$ cat src/rtl/siso_seq_ctrl_pkg.sv
// siso_seq_ctrl_pkg -- shared definitions for the serializer controller.
// Holds the FSM state encoding so the RTL and the testbench agree on it.
package siso_seq_ctrl_pkg;

    typedef enum logic [1:0] {
        IDLE  = 2'd0,
        SHIFT = 2'd1,
        DONE  = 2'd2
    } state_t;

endpackage

$ cat src/rtl/siso_seq_ctrl_if.sv
// siso_seq_ctrl_if -- word-in / serial-out bus of the serializer.
//   in_valid/in_ready/din : parallel word handshake (producer -> serializer)
//   hold                  : pause request while high
//   so/so_valid           : serial bit and its qualifier
//   busy/done             : status (not idle / one-cycle end-of-frame pulse)
// Modports: master = producer/observer side, slave = serializer side.
interface siso_seq_ctrl_if #(
    parameter int WIDTH = 8
);
    logic             in_valid;
    logic             in_ready;
    logic [WIDTH-1:0] din;
    logic             hold;
    logic             so;
    logic             so_valid;
    logic             busy;
    logic             done;

    modport master (
        output in_valid, din, hold,
        input  in_ready, so, so_valid, busy, done
    );

    modport slave (
        input  in_valid, din, hold,
        output in_ready, so, so_valid, busy, done
    );
endinterface

$ cat src/rtl/siso_shift_reg.sv
// siso_shift_reg -- loadable shift register with serial output.
//   clk, rst      : clock, asynchronous active-low reset (clears register)
//   load          : capture load_val (has priority over shift_en)
//   shift_en      : advance one bit towards the serial output
//   load_val [DW] : parallel value to capture
//   ser           : current serial bit (bit 0 if LSB_FIRST, else bit DW-1)
module siso_shift_reg #(
    parameter int DW        = 8,
    parameter bit LSB_FIRST = 1'b1
) (
    input  logic          clk,
    input  logic          rst,
    input  logic          load,
    input  logic          shift_en,
    input  logic [DW-1:0] load_val,
    output logic          ser
);
    logic [DW-1:0] q;

    always_ff @(posedge clk or negedge rst) begin
        if (!rst) begin
            q <= '0;
        end else if (load) begin
            q <= load_val;
        end else if (shift_en) begin
            q <= LSB_FIRST ? {1'b0, q[DW-1:1]} : {q[DW-2:0], 1'b0};
        end
    end

    assign ser = LSB_FIRST ? q[0] : q[DW-1];
endmodule

$ cat src/rtl/siso_seq_ctrl.sv
// siso_seq_ctrl -- parallel-to-serial frame sequencer.
//   clk  : clock, all state changes on rising edge
//   rst  : asynchronous active-low reset
//   bus  : siso_seq_ctrl_if slave (in_valid/in_ready/din/hold in,
//          so/so_valid/busy/done out)
// Parameters: WIDTH data bits per frame (2..32), LSB_FIRST bit order.
// Optional feature: define SISO_SEQ_PARITY_EN to append an even-parity bit
// (XOR of din) after the data bits, giving WIDTH+1 bit frames.
module siso_seq_ctrl
    import siso_seq_ctrl_pkg::*;
#(
    parameter int WIDTH     = 8,
    parameter bit LSB_FIRST = 1'b1
) (
    input logic           clk,
    input logic           rst,
    siso_seq_ctrl_if.slave bus
);
    localparam int CW = $clog2(WIDTH + 1);

`ifdef SISO_SEQ_PARITY_EN
    localparam int FRAME = WIDTH + 1;
    logic [FRAME-1:0] load_val;
    // Parity sits on the far end of the register so it leaves after the data.
    assign load_val = LSB_FIRST ? {^bus.din, bus.din} : {bus.din, ^bus.din};
`else
    localparam int FRAME = WIDTH;
    logic [FRAME-1:0] load_val;
    assign load_val = bus.din;
`endif

    state_t        state_q, state_d;
    logic [CW-1:0] cnt;
    logic          last;
    logic          load, shift_en, ser;
    logic          in_ready, so_valid, busy, done;

    // cnt indexes the bit currently on so; it stops at FRAME-1 so it never wraps.
    assign last = (cnt == CW'(FRAME - 1));

    always_ff @(posedge clk or negedge rst) begin
        if (!rst) begin
            state_q <= IDLE;
            cnt     <= '0;
        end else begin
            state_q <= state_d;
            if (load) begin
                cnt <= '0;
            end else if (shift_en && !last) begin
                cnt <= cnt + 1'b1;
            end
        end
    end

    always_comb begin
        state_d  = state_q;
        in_ready = 1'b0;
        so_valid = 1'b0;
        busy     = 1'b1;
        done     = 1'b0;
        load     = 1'b0;
        shift_en = 1'b0;
        case (state_q)
            IDLE: begin
                in_ready = 1'b1;
                busy     = 1'b0;
                if (bus.in_valid) begin
                    load    = 1'b1;
                    state_d = SHIFT;
                end
            end
            SHIFT: begin
                if (!bus.hold) begin
                    so_valid = 1'b1;
                    shift_en = 1'b1;
                    if (last) state_d = DONE;
                end
            end
            DONE: begin
                done    = 1'b1;
                state_d = IDLE;
            end
            default: state_d = IDLE;
        endcase
    end

    siso_shift_reg #(
        .DW        (FRAME),
        .LSB_FIRST (LSB_FIRST)
    ) u_shift (
        .clk      (clk),
        .rst      (rst),
        .load     (load),
        .shift_en (shift_en),
        .load_val (load_val),
        .ser      (ser)
    );

    assign bus.in_ready = in_ready;
    assign bus.so_valid = so_valid;
    assign bus.so       = so_valid & ser;
    assign bus.busy     = busy;
    assign bus.done     = done;
endmodule

$ cat src/flat_wrapper.sv
// flat-port wrapper written by rule: the top's interface ports become plain ports
module siso_seq_ctrl_flat import siso_seq_ctrl_pkg::*;
#(
    parameter int WIDTH     = 8,
    parameter bit LSB_FIRST = 1'b1
)
  (clk, rst, bus_in_valid, bus_din, bus_hold, bus_in_ready, bus_so, bus_so_valid, bus_busy, bus_done);
  siso_seq_ctrl_if #(.WIDTH(WIDTH)) bus_i ();
  input logic clk;
  input logic rst;
  input wire logic [$bits(bus_i.in_valid)-1:0] bus_in_valid;
  input wire logic [$bits(bus_i.din)-1:0] bus_din;
  input wire logic [$bits(bus_i.hold)-1:0] bus_hold;
  output wire logic [$bits(bus_i.in_ready)-1:0] bus_in_ready;
  output wire logic [$bits(bus_i.so)-1:0] bus_so;
  output wire logic [$bits(bus_i.so_valid)-1:0] bus_so_valid;
  output wire logic [$bits(bus_i.busy)-1:0] bus_busy;
  output wire logic [$bits(bus_i.done)-1:0] bus_done;
  assign bus_i.in_valid = bus_in_valid;
  assign bus_i.din = bus_din;
  assign bus_i.hold = bus_hold;
  assign bus_in_ready = bus_i.in_ready;
  assign bus_so = bus_i.so;
  assign bus_so_valid = bus_i.so_valid;
  assign bus_busy = bus_i.busy;
  assign bus_done = bus_i.done;
  siso_seq_ctrl #(.WIDTH(WIDTH), .LSB_FIRST(LSB_FIRST)) u_core (.clk(clk), .rst(rst), .bus(bus_i));
endmodule
$ cat config.mk
export PLATFORM = sky130hd
export DESIGN_NAME = siso_seq_ctrl_flat
export DESIGN_NICKNAME = d
export VERILOG_FILES = /design/src/rtl/siso_seq_ctrl_pkg.sv /design/src/rtl/siso_seq_ctrl_if.sv /design/src/rtl/siso_shift_reg.sv /design/src/rtl/siso_seq_ctrl.sv /design/src/flat_wrapper.sv
export SDC_FILE = /design/constraint.sdc
export NUM_CORES = 1
export LEC_CHECK = 0
export ABC_AREA = 1
export BUFFER_PORTS_ARGS = -buffer_cell sky130_fd_sc_hd__clkbuf_2
export CAP_MARGIN = 10
export CORE_AREA = 2 2 59 61
export DETAILED_ROUTE_END_ITERATION = 12
export DIE_AREA = 0 0 61 63
export SKIP_LAST_GASP = 1
export SYNTH_ARGS = -nofsm -noshare
export SYNTH_HDL_FRONTEND = slang
export SYNTH_SLANG_ARGS = --single-unit
$ cat constraint.sdc
create_clock -name clk -period 1.55 [get_ports clk]
set_clock_uncertainty 0.05 [all_clocks]
set_input_delay 0.31 -clock clk [delete_from_list [all_inputs] [get_ports clk]]
set_output_delay 0.31 -clock clk [all_outputs]
set_load 0.05 [all_outputs]
== Yosys cells after proc, flatten, opt, wreduce, memory -nomap -nowiden ==
Index checks and enable logic that the tools add are counted.
Word-level totals
  register bits: 14
  output and inout port bits: 5
  word-level logic and storage cells: 32
Cells by class
  add/sub/neg operators: 1
  eq/ne operators: 6
  muxes and demuxes: 15
  bitwise gates (word level): 1
  reduce and logical (&&, ||, !) cells: 6
Operator list (number)
  8-bit two-way mux: 2
  4-bit two-way mux: 2
  1-bit two-way mux: 7
  2-bit two-way mux: 3
  4-bit by 1-bit adder with 4-bit output (second input constant): 1
  4-bit by 3-bit equality test with 1-bit output (second input constant): 1
  2-bit != test (second input constant): 2
  2-bit case mux with 2 select lines: 1
  2-bit nonzero test: 2
  3-bit AND reduction: 1
  2-bit by 1-bit equality test with 1-bit output (second input constant): 1
  2-bit equality test (second input constant): 1
  2-bit logical NOT: 1
  2-bit by 1-bit != test with 1-bit output (second input constant): 1
  1-bit bitwise AND: 1
  1-bit logical AND: 1
  1-bit logical NOT: 1

== Longest topological paths before layout ==
Gate-level depths: netlist of run 1.
  word-level depth: 5
  depth in mapped cells: 7
  mapped depth without buffers: 7

== By module ==
Synthesis of run 1 repeated with hierarchy kept, for this count alone.
Second synthesis, totals
  cells, all modules: 89
  area total of the unflattened synthesis: 762.0 um^2
Modules (own cells, without submodules)
  siso_seq_ctrl: times used 1, cells an instance 46, area an instance 385.4 um^2, sequential area each 150.1 um^2
  siso_shift_reg: times used 1, cells an instance 43, area an instance 376.6 um^2, sequential area each 200.2 um^2

== Least setup slack after synthesis of run 1 ==
Ideal clock, no wire load.
  path type: register -> output
  start point: register u_core.state_q[1]
  end point: output bus_so
  arrival time: 1.342 ns
  data required time: 1.190 ns
  setup slack: -0.152 ns
  stages on the path, launching flop included: 4
  cells stage by stage: dfrtp_1 inv_1 nand3_4 nor2_1
Between the ends
  longest elaborated chain between the ends: 3
RTL lines
  from (decl): RTL line siso_seq_ctrl.sv:32  | state_t state_q, state_d;
  from (signal assigned): RTL line siso_seq_ctrl.sv:46  | state_q <= state_d;
  2-bit by 1-bit equality test with 1-bit output: RTL line siso_seq_ctrl.sv:63  | case (state_q)
  1-bit two-way mux: RTL line siso_seq_ctrl.sv:63
  1-bit bitwise AND: RTL line siso_seq_ctrl.sv:101  | assign bus.so = so_valid & ser;
  to (decl): RTL line flat_wrapper.sv:15  | output wire logic [$bits(bus_i.so)-1:0] bus_so;
No other way between the ends.

== Worst setup path after layout of run 1 ==
Ends and elaborated chain as after synthesis.

==> results of run 1 <==
-- cell type report --
class	instances	area (sq um)	area share
repair buffers	19	146	0.145
flip-flops and latches	14	352	0.348
clock buffers	4	36.3	0.0359
multi-input cells	70	380	0.376
well taps	46	57.6	0.0569
inverters	9	38.8	0.0384
-- synthesized netlist by cell type, drive strengths merged --
master	instances	area, sq um
nor3	2	15.0
o21ai	1	5.00
nand3	6	42.5
xor2	1	8.76
nor2	12	83.8
nand4	2	12.5
inv	9	36.3
dfrtp	14	350
nand2	45	193
ha	1	12.5
-- critical path, stage by stage (launching register included) --
cell	delay [ns]
dfrtp_1	0.42
inv_2	0.10
nand3_4	0.10
nor2_4	0.11
buf_8	0.15
-- registers in the layout (all words and copies together) (netlist names) --
signal and count:
u_core.cnt 4, u_core.state_q 2, u_core.u_shift.q 8
-- per-stage QoR --
step | cell area [sq um] | setup TNS, ns
detailed placement | 907 | 0
finish | 1010 | 0
global placement | 907 | 0
global route | 1010 | -0.118
floorplan | 762 | 0
CTS | 1000 | -0.0239
-- worst min-delay path by stage --
stage | depth (start not counted) | startpoint | slack (ns) | endpoint
after floorplan | 0 | rst | -0.04 | u_core.cnt[0]$_DFFE_PN0P_
after global placement | 1 | rst | 0.18 | u_core.u_shift.q[0]$_DFFE_PN0P_
after detailed placement | 1 | rst | 0.19 | u_core.u_shift.q[1]$_DFFE_PN0P_
after CTS | 2 | bus_hold | 0.14 | u_core.state_q[1]$_DFFE_PN0P_
after global routing | 2 | bus_hold | 0.13 | u_core.state_q[1]$_DFFE_PN0P_
final | 2 | bus_hold | 0.14 | u_core.state_q[1]$_DFFE_PN0P_
-- kinds of logic (layout without fill, tap and decap cells) --
family / after synthesis / after routing / share of synthesized area
simple gates: 67 / 67 / 0.456
flops: 14 / 14 / 0.461
buf+inv: 9 / 32 / 0.0478
fa+ha+maj: 1 / 1 / 0.0165
compound gates: 1 / 1 / 0.00658
xor+xnor: 1 / 1 / 0.0115
-- power by group --
group | switching (mW) | total [mW] | internal, mW
combinational | 0.462 | 0.761 | 0.300
sequential | 0.130 | 0.648 | 0.518
clock | 0.132 | 0.275 | 0.143
-- layer usage --
layer  track usage  part of all wire
met5             0                 0
met3        0.0186             0.028
met4        0.0679             0.031
met1         0.111              0.45
met2         0.137              0.49
-- what timing repair did --
item / 4_1_cts / 5_1_grt
endpoints found under the hold margin: 14 / 0
resized for setup: 11 / 5
pin swaps: 0 / 0
endpoints found under the setup margin: 5 / 5
hold buffers: 1 / 0
setup buffers: 1 / 0
==> impl_metrics.sql, run 1 <==
INSERT INTO impl_metrics (metric_group, metric, value, unit) VALUES
('status', 'outcome', 'finished, final reports clean', ''),
('global_route', 'gr-total-overflow', '0', ''),
('worst_setup_path', 'timing.critical_path.required', '1.19', 'ns'),
('timing', 'finalWorstSetupSlack', '0.00911', 'ns'),
('pwr', 'vdd_ir_drop_max', '0.261', 'mV'),
('clocking', 'cts_inserted_buffers', '3', ''),
('die', 'die_height', '63', 'um'),
('detailed_routing', 'routed_wl', '1440', 'um'),
('pwr', 'cellPowerDensity', '1670', 'nW/um^2'),
('die', 'die_area', '3840', 'sq um'),
('clocking', 'numClockSinks', '14', ''),
('place', 'dp_cells', '156', ''),
('clocking', 'tritoncts', 'built', ''),
('timing', 'whs', '0.140', 'ns'),
('worst_setup_path', 'worst-r2r-cell-count', '8', ''),
('detailed_routing', 'first_iter_violations', '35', ''),
('die', 'fp-row-count', '21', ''),
('final_layout', 'most-common-layout-cells', 'nand2_1, dfrtp_1, clkbuf_2', ''),
('final_layout', 'num_antenna_cells', '0', ''),
('die', 'start_util', '0.235', ''),
('detailed_routing', 'detail_route.wl_per_cell', '8.88', 'um'),
('global_route', 'grt_pass1_vias', '688', ''),
('clocking', 'ctsLongestPathBuffers', '2', ''),
('logic_synthesis', 'synth-seq-cells', '14', ''),
('pwr', 'report.power.total', '1.68', 'mW'),
('place', 'port_buffers', '16', ''),
('logic_synthesis', 'synth_fp_nets', '106', ''),
('die', 'fp.dieW', '61', 'um'),
('global_route', 'grt_antenna_before_repair', '0', ''),
('global_route', 'global_route.usage.total', '0.0912', ''),
('place', 'place_worst_setup_slack', '0.149', 'ns'),
('timing', 'count_of_final_hold_check_violations', '0', ''),
('final_layout', 'num-nets-final', '130', ''),
('worst_setup_path', 'critical_path.endpoint_type', 'output pin', ''),
('detailed_routing', 'via_count', '653', ''),
('clocking', 'worst_skew_pair.late_latency', '0.29', 'ns'),
('die', 'num_io_pins', '17', ''),
('logic_synthesis', 'yosysUniqueCellTypes', '18', ''),
('worst_setup_path', 'path_max_fanout', '4', ''),
('timing', 'slew_of_the_pin_with_the_lowest_slew_margin', '0.369', 'ns'),
('final_layout', 'drive_gt1_frac', '0.310', ''),
('worst_setup_path', 'worst_setup_path_endpoint', 'bus_so', ''),
('timing', 'relSlewSlack', '0.754', ''),
('worst_setup_path', 'worstSetupPathType', 'reg -> out', ''),
('timing', 'rsz0062_at_grt', 'true', ''),
('clocking', 'clockRootBuffer', 'clkbuf_4', ''),
('logic_synthesis', 'syn_inst', '93', ''),
('pwr', 'leakage', '0.528', 'nW'),
('final_layout', 'stdcell_count', '162', ''),
('clocking', 'cts.clk_slew.worst_paths', '0.09', 'ns'),
('timing', 'post-route-period-util', '0.994', ''),
('logic_synthesis', 'ys.warnings.count', '0', ''),
('worst_setup_path', 'cp-startpoint', 'u_core.state_q[1]$_DFFE_PN0P_', ''),
('timing', 'report.final.slew_viol_count', '0', ''),
('worst_setup_path', 'crit-reg2reg-launch', 'u_core.state_q[1]$_DFFE_PN0P_', ''),
('timing', 'final.min_clock_period', '1.54', 'ns'),
('worst_setup_path', 'worst_flop_to_flop_path_endpoint', 'u_core.cnt[0]$_DFFE_PN0P_', ''),
('timing', 'finalSetupViolCount', '0', ''),
('global_route', 'grt_pass1_wl', '2650', 'um'),
('timing', 'achievable-frequency', '649', 'MHz'),
('logic_synthesis', 'synthesis.area', '759', 'sq um'),
('place', 'dp_hpwl', '1080', 'um'),
('final_layout', 'syn2layout_area_growth', '33.1', '%'),
('logic_synthesis', 'synthesis.area_per_instance', '8.17', 'sq um'),
('detailed_routing', 'remaining_drc_errors', '0', ''),
('final_layout', 'layout_commonest_cell', 'nand2_1', ''),
('final_layout', 'utilization', '0.313', ''),
('detailed_routing', 'drt.antenna.violating_nets', '0', ''),
('worst_hold_path', 'hp-class', 'in -> reg', ''),
('detailed_routing', 'vias_per_cell', '4.03', ''),
('die', 'core_region', '3230', 'sq um'),
('worst_setup_path', 'start_kind', 'flop', ''),
('worst_setup_path', 'r2r_setup_slack', '0.18', 'ns'),
('detailed_routing', 'drtPass1Iterations', '4', ''),
('final_layout', 'fillCellCount', '349', ''),
('worst_setup_path', 'worst_ep_arrival_time', '1.18', 'ns'),
('global_route', 'grt_start_max_net_pins', '15', ''),
('place', 'gpl.final_weighted_congestion', '0.771', ''),
('clocking', 'cts_htree_levels', '1', ''),
('flow_run', 'cap_viol_max_count', '0', ''),
('logic_synthesis', 'synth-seq-area-share', '0.461', '');
Note: power is estimated with default switching activity, not from simulation.
==> inputs of run 2 (changes only) <==
- CELL_PAD_IN_SITES_DETAIL_PLACEMENT: unset -> 1
- CELL_PAD_IN_SITES_GLOBAL_PLACEMENT: unset -> 1
- PLACE_DENSITY_LB_ADDON: unset -> 0.1
==> impl_metrics.sql, run 2 (synthesized netlist as in run 1, its figures left out) <==
INSERT INTO impl_metrics (metric_group, metric, value, unit) VALUES
('status', 'outcome', 'finished, final reports clean', ''),
('pwr', 'clock_network_fraction_of_total_power', '0.163', ''),
('pwr', 'seqPwrFrac', '0.389', ''),
('die', 'fp.dieW', '61', 'um'),
('detailed_routing', 'vias_per_cell', '4.02', ''),
('timing', 'count_of_final_hold_check_violations', '0', ''),
('global_route', 'globalRouteMet3Util', '0.0186', ''),
('detailed_routing', 'first_iter_violations', '15', ''),
('timing', 'whs', '0.166', 'ns'),
('place', 'gpl.final_weighted_congestion', '0.693', ''),
('timing', 'finalSetupViolCount', '0', ''),
('final_layout', 'ff_latch_area', '352', 'sq um'),
('clocking', 'clockRootBuffer', 'clkbuf_4', ''),
('global_route', 'grt_antenna_before_repair', '0', ''),
('place', 'post_dp_cell_area', '907', 'sq um'),
('pwr', 'leakage', '0.522', 'nW'),
('clocking', 'tritoncts', 'built', ''),
('pwr', 'cellPowerDensity', '1670', 'nW/um^2'),
('pwr', 'netSwitchingFraction', '0.435', ''),
('global_route', 'grt_pass1_wl', '3210', 'um'),
('flow_run', 'cap_viol_max_count', '0', ''),
('detailed_routing', 'routed_wl', '1730', 'um'),
('final_layout', 'syn2layout_area_growth', '31.5', '%'),
('worst_hold_path', 'hp-class', 'in -> reg', ''),
('worst_setup_path', 'worstSetupPathType', 'reg -> out', ''),
('timing', 'relSlewSlack', '0.735', ''),
('global_route', 'global_route.usage.total', '0.112', ''),
('global_route', 'use_met2', '0.163', ''),
('worst_setup_path', 'critical_path.endpoint_type', 'output pin', ''),
('final_layout', 'largestRegisters', 'u_core.u_shift.q: 8 flops, u_core.cnt: 4 flops, u_core.state_q: 2 flops', ''),
('place', 'port_buffers', '16', ''),
('final_layout', 'layout_commonest_cell', 'nand2_1', ''),
('final_layout', 'registers.top_by_ff_count', 'u_core.u_shift.q', ''),
('detailed_routing', 'remaining_drc_errors', '0', ''),
('worst_setup_path', 'timing.critical_path.required', '1.19', 'ns'),
('final_layout', 'largest_register_ff_count', '8', ''),
('timing', 'achievable-frequency', '657', 'MHz'),
('final_layout', 'num-nets-final', '130', ''),
('detailed_routing', 'detail_route.wl_per_cell', '10.7', 'um'),
('die', 'fp-row-count', '21', ''),
('die', 'num_io_pins', '17', ''),
('die', 'core_region', '3230', 'sq um'),
('pwr', 'share_comb_of_total_power', '0.448', ''),
('final_layout', 'layout.cell_area.non_filler', '998', 'sq um'),
('detailed_routing', 'drt.antenna.violating_nets', '0', ''),
('final_layout', 'fillCellCount', '397', ''),
('timing', 'rsz0062_at_grt', 'true', ''),
('global_route', 'grt_start_max_net_pins', '15', ''),
('clocking', 'worst_skew_pair.late_latency', '0.28', 'ns'),
('worst_setup_path', 'start_kind', 'flop', ''),
('die', 'die_height', '63', 'um'),
('pwr', 'vdd_ir_drop_max', '0.398', 'mV'),
('final_layout', 'most-common-layout-cells', 'nand2_1, dfrtp_1, clkbuf_2', ''),
('final_layout', 'multi_input_area', '380', 'sq um'),
('timing', 'slew_of_the_pin_with_the_lowest_slew_margin', '0.397', 'ns'),
('detailed_routing', 'via_count', '651', ''),
('global_route', 'grt_pass1_vias', '700', ''),
('place', 'dp_hpwl', '1310', 'um'),
('global_route', 'gr-total-overflow', '0', ''),
('global_route', 'grtUsageMet1', '0.162', ''),
('final_layout', 'drive_gt1_frac', '0.310', ''),
('die', 'start_util', '0.235', ''),
('clocking', 'cts_htree_levels', '1', ''),
('worst_setup_path', 'path_max_fanout', '4', ''),
('detailed_routing', 'drtPass1Iterations', '4', ''),
('clocking', 'cts_inserted_buffers', '3', ''),
('timing', 'post-route-period-util', '0.982', ''),
('pwr', 'internal_power', '943', 'uW'),
('timing', 'final.min_clock_period', '1.52', 'ns'),
('global_route', 'grt-busiest-layer', 'met2', ''),
('timing', 'report.final.slew_viol_count', '0', ''),
('final_layout', 'num_antenna_cells', '0', ''),
('die', 'die_area', '3840', 'sq um'),
('clocking', 'numClockSinks', '14', ''),
('pwr', 'switchingPower', '727', 'uW'),
('clocking', 'ctsLongestPathBuffers', '2', ''),
('clocking', 'cts.clk_slew.worst_paths', '0.10', 'ns'),
('worst_setup_path', 'worst_ep_arrival_time', '1.16', 'ns');
-- run 2: stage by stage --
stage / std cells / power [mW] / worst slack [ns] / util / setup TNS (ns)
6_report: 162 / 1.67 / 0.0277 / 0.309 / 0
5_1_grt: 162 / 1.84 / -0.0606 / 0.309 / -0.119
4_1_cts: 161 / 1.70 / -0.0249 / 0.305 / -0.0489
3_5_place_dp: 156 / 1.36 / 0.132 / 0.281 / 0
3_3_place_gp: 156 / 1.35 / 0.169 / 0.281 / 0
2_1_floorplan: 93 / 1.18 / 0.0589 / - / 0
-- run 2: worst max-delay path: stages (launching register included) --
cell and delay [ns]:
dfrtp_1 0.43, inv_2 0.11, nand3_4 0.09, nor2_4 0.10
buf_8 0.15
-- run 2: power by group through the flow --
stage	registers (mW)	clock network, mW	logic [mW]
2_1_floorplan	0.626	0	0.550
3_3_place_gp	0.654	0	0.695
3_5_place_dp	0.654	0	0.706
4_1_cts	0.650	0.290	0.758
5_1_grt	0.680	0.302	0.858
6_report	0.650	0.272	0.747
-- run 2: worst paths after layout --
kind	startpoint	end	slack, ns	depth (start not counted)
worst max-delay path	u_core.state_q[1]$_DFFE_PN0P_	bus_so	0.03	4
worst min-delay path	bus_hold	u_core.state_q[1]$_DFFE_PN0P_	0.17	2
worst max register to register	u_core.cnt[0]$_DFFE_PN0P_	u_core.cnt[3]$_DFFE_PN0P_	0.24	7
worst min register to register	u_core.u_shift.q[4]$_DFFE_PN0P_	u_core.u_shift.q[4]$_DFFE_PN0P_	0.44	2
max in group asynchronous	rst	u_core.state_q[0]$_DFFE_PN0P_	0.73	2
min in group asynchronous	rst	u_core.u_shift.q[7]$_DFFE_PN0P_	0.42	2
-- run 2: final cells by class --
class / instances / area share
Sequential cell: 14 / 0.352
Tap cell: 46 / 0.0576
Multi-Input combinational cell: 70 / 0.381
Inverter: 9 / 0.0363
Timing Repair Buffer: 19 / 0.137
Clock buffer: 4 / 0.0363
-- run 2: what timing repair did --
| action | 4_1_cts | 5_1_grt |
|---|---|---|
| pin swaps | 0 | 0 |
| hold buffers | 1 | 0 |
| resized for setup | 10 | 5 |
| setup buffers | 0 | 1 |
| hold endpoints to repair | 14 | 0 |
| setup endpoints to repair | 5 | 4 |
-- run 2: per-layer routing --
metal	part of all wire	routed length, um
met5	0	0
met4	0.0087	15
met3	0.042	73
met2	0.48	823
met1	0.47	817
==> inputs of run 3 (changes only) <==
- ABC_AREA: 1 -> 0
- CORE_AREA: 2 2 59 61 -> 2 2 66 49
- DIE_AREA: 0 0 61 63 -> 0 0 68 51
==> impl_metrics.sql, run 3 <==
INSERT INTO impl_metrics (metric_group, metric, value, unit) VALUES
('worst_setup_path', 'worst_ep_arrival_time', '1.36', 'ns'),
('pwr', 'vdd_ir_drop_max', '0.562', 'mV'),
('worst_setup_path', 'worst_flop_to_flop_path_endpoint', 'u_core.cnt[0]$_DFFE_PN0P_', ''),
('place', 'post_dp_cell_area', '897', 'sq um'),
('detailed_routing', 'first_iter_violations', '5', ''),
('final_layout', 'registers.top_by_ff_count', 'u_core.u_shift.q', ''),
('final_layout', 'drive_gt1_frac', '0.379', ''),
('die', 'core_region', '2940', 'sq um'),
('worst_setup_path', 'timing.critical_path.required', '1.19', 'ns'),
('worst_setup_path', 'critical_path.endpoint_type', 'output pin', ''),
('global_route', 'gr-total-overflow', '0', ''),
('logic_synthesis', 'syn_inst', '74', ''),
('detailed_routing', 'detail_route.wl_per_cell', '12.9', 'um'),
('worst_setup_path', 'worst_setup_path_endpoint', 'bus_so', ''),
('worst_setup_path', 'cp-startpoint', 'u_core.state_q[1]$_DFFE_PN0P_', ''),
('logic_synthesis', 'synthesis.area_per_instance', '9.15', 'sq um'),
('global_route', 'grt_antenna_before_repair', '0', ''),
('detailed_routing', 'drt.antenna.violating_nets', '0', ''),
('final_layout', 'multi_input_area', '327', 'sq um'),
('worst_setup_path', 'path_max_fanout', '3', ''),
('timing', 'rsz0062_at_grt', 'true', ''),
('clocking', 'cts_inserted_buffers', '3', ''),
('detailed_routing', 'remaining_drc_errors', '0', ''),
('worst_setup_path', 'worst-r2r-cell-count', '4', ''),
('logic_synthesis', 'synth-async-reset-ratio', '1.00', ''),
('logic_synthesis', 'synth-seq-cells', '14', ''),
('die', 'start_util', '0.231', ''),
('logic_synthesis', 'post-synth-top-area-fraction', '0.518', ''),
('final_layout', 'ff_latch_area', '350', 'sq um'),
('timing', 'slew_of_the_pin_with_the_lowest_slew_margin', '0.390', 'ns'),
('worst_setup_path', 'worstSetupPathType', 'reg -> out', ''),
('global_route', 'grt_pass1_wl', '3090', 'um'),
('logic_synthesis', 'synthesis.area', '677', 'sq um'),
('final_layout', 'stdcell_count', '141', ''),
('timing', 'achievable-frequency', '580', 'MHz'),
('pwr', 'cellPowerDensity', '1760', 'nW/um^2'),
('clocking', 'tritoncts', 'built', ''),
('place', 'dp_cells', '134', ''),
('worst_setup_path', 'crit-reg2reg-launch', 'u_core.state_q[1]$_DFFE_PN0P_', ''),
('detailed_routing', 'routed_wl', '1820', 'um'),
('timing', 'report.final.slew_viol_count', '0', ''),
('logic_synthesis', 'ys.warnings.count', '0', ''),
('place', 'gpl.final_weighted_congestion', '0.693', ''),
('pwr', 'leakage', '0.492', 'nW'),
('detailed_routing', 'via_count', '632', ''),
('detailed_routing', 'vias_per_cell', '4.48', ''),
('final_layout', 'num-nets-final', '117', ''),
('worst_setup_path', 'start_kind', 'flop', ''),
('clocking', 'numClockSinks', '14', ''),
('logic_synthesis', 'yosysUniqueCellTypes', '25', ''),
('final_layout', 'layout.cell_area.non_filler', '1030', 'sq um'),
('logic_synthesis', 'synthTopCellsByArea', 'dfrtp_1, nand2_1, nand3_1', ''),
('global_route', 'global_route.usage.total', '0.127', ''),
('timing', 'post-route-period-util', '1.11', ''),
('final_layout', 'fillCellCount', '351', ''),
('final_layout', 'syn2layout_area_growth', '52.1', '%'),
('timing', 'relSlewSlack', '0.740', ''),
('timing', 'finalWorstSetupSlack', '-0.173', 'ns'),
('clocking', 'cts.clk_slew.worst_paths', '0.06', 'ns'),
('logic_synthesis', 'synth-seq-area-share', '0.518', ''),
('global_route', 'grt_start_max_net_pins', '15', ''),
('clocking', 'clockRootBuffer', 'clkbuf_8', ''),
('logic_synthesis', 'netlist_top_cells_count', 'dfrtp_1, nand2_1, nor2_1', ''),
('die', 'fp.dieW', '68', 'um'),
('worst_hold_path', 'hp-class', 'in -> reg', ''),
('die', 'die_area', '3470', 'sq um'),
('final_layout', 'largestRegisters', 'u_core.u_shift.q: 8 flops, u_core.cnt: 4 flops, u_core.state_q: 2 flops', ''),
('clocking', 'worst_skew_pair.late_latency', '0.24', 'ns'),
('timing', 'finalSetupViolCount', '2', ''),
('place', 'dp_hpwl', '1310', 'um'),
('status', 'outcome', 'complete, but fails checks', ''),
('status', 'violations', 'negative setup slack', ''),
('pwr', 'report.power.total', '1.82', 'mW'),
('clocking', 'ctsLongestPathBuffers', '2', ''),
('clocking', 'cts_htree_levels', '1', ''),
('timing', 'final.min_clock_period', '1.72', 'ns'),
('die', 'num_io_pins', '17', ''),
('final_layout', 'num_antenna_cells', '0', ''),
('logic_synthesis', 'synth_top_flop_cell', 'dfrtp_1', ''),
('detailed_routing', 'routed.top_layer', 'met3', ''),
('detailed_routing', 'dr_wl_met2', '803', 'um'),
('final_layout', 'largest_register_ff_count', '8', ''),
('worst_setup_path', 'r2r_setup_slack', '0', 'ns'),
('logic_synthesis', 'synth_fp_nets', '87', ''),
('timing', 'count_of_final_hold_check_violations', '0', ''),
('detailed_routing', 'detail_route.wirelength.met1', '941', 'um'),
('detailed_routing', 'drtPass1Iterations', '4', ''),
('final_layout', 'most-common-layout-cells', 'nand2_1, dfrtp_1, clkbuf_2, buf_4, nor2_1', ''),
('place', 'port_buffers', '16', ''),
('die', 'die_height', '51', 'um'),
('logic_synthesis', 'synth_edf_count', '0', ''),
('logic_synthesis', 'synth.largest_area_cell', 'dfrtp_1', ''),
('die', 'fp-row-count', '17', ''),
('global_route', 'grt_pass1_vias', '656', ''),
('flow_run', 'cap_viol_max_count', '0', ''),
('detailed_routing', 'total_length_of_routed_met3_wires', '73', 'um');
run 3: changes by cell type in the layout (fill, tap and decap cells not counted), sizes merged, moves of 4 or more:
cell / before / now
inv: 9 / 2
buf: 5 / 17
nand2: 45 / 14
a31oi: 0 / 4
nor2: 12 / 8
run 3: repair_timing:
item / CTS / global route
gates resized for setup: 2 / 18
endpoints found under the setup margin: 5 / 12
buffers inserted: 4 / 2
hold endpoints to repair: 14 / 0
hold buffers: 1 / 0
pin swaps: 1 / 3
gates cloned: 0 / 0
run 3: worst max-delay path: stages, from the launching register on:
cell and delay, ns:
dfrtp_1 0.38, or3b_4 0.40, inv_4 0.07, and2_4 0.14, buf_12 0.13
run 3: how the worst min path moves through the flow:
stage                     cells past startpoint  slack, ns  startpoint                               to
after global routing                          3       0.22  bus_din[7]  u_core.u_shift.q[7]$_DFFE_PN0P_
final                                         3       0.21  bus_din[7]  u_core.u_shift.q[7]$_DFFE_PN0P_
after CTS                                     3       0.21  bus_din[7]  u_core.u_shift.q[7]$_DFFE_PN0P_
after detailed placement                      1       0.20         rst    u_core.state_q[0]$_DFFE_PN0P_
after floorplan                               0      -0.04         rst        u_core.cnt[0]$_DFFE_PN0P_
after global placement                        1       0.20         rst  u_core.u_shift.q[7]$_DFFE_PN0P_
run 3: power breakdown:
| group | internal [mW] | switching [mW] |
|---|---|---|
| registers | 0.518 | 0.101 |
| clock network | 0.225 | 0.130 |
| logic | 0.402 | 0.440 |
run 3: cells by family after synthesis:
logic type | synth area share
and+or+nand+nor | 0.285
DFF | 0.518
AOI/OAI and AO/OA | 0.109
buffers and inverters | 0.0407
muxes | 0.0296
adders and majority gates | 0.0185
run 3: stage by stage:
stage | hold WS [ns] | setup TNS [ns] | setup WS (ns) | utilization
after detailed placement | 0.197 | -0.000243 | -0.000243 | 0.306
after global placement | 0.203 | 0 | 0.0151 | 0.306
final | 0.212 | -0.315 | -0.173 | 0.351
after global routing | 0.221 | -0.470 | -0.221 | 0.351
after floorplan | -0.0356 | -0.169 | -0.0986 | -
after CTS | 0.209 | -0.391 | -0.197 | 0.336
run 3: area by class of cell:
type	instances	area share
Sequential cell	14	0.340
Multi-Input combinational cell	54	0.317
Timing Repair Buffer	29	0.233
Clock buffer	4	0.0535
Tap cell	38	0.0462
Inverter	2	0.00972
run 3: routing by layer:
layer | track usage | vias up
met3 | 0.0463 | 0
met2 | 0.188 | 10
met4 | 0.0400 | 0
met1 | 0.169 | 307
li1 | - | 315
met5 | 0 | -
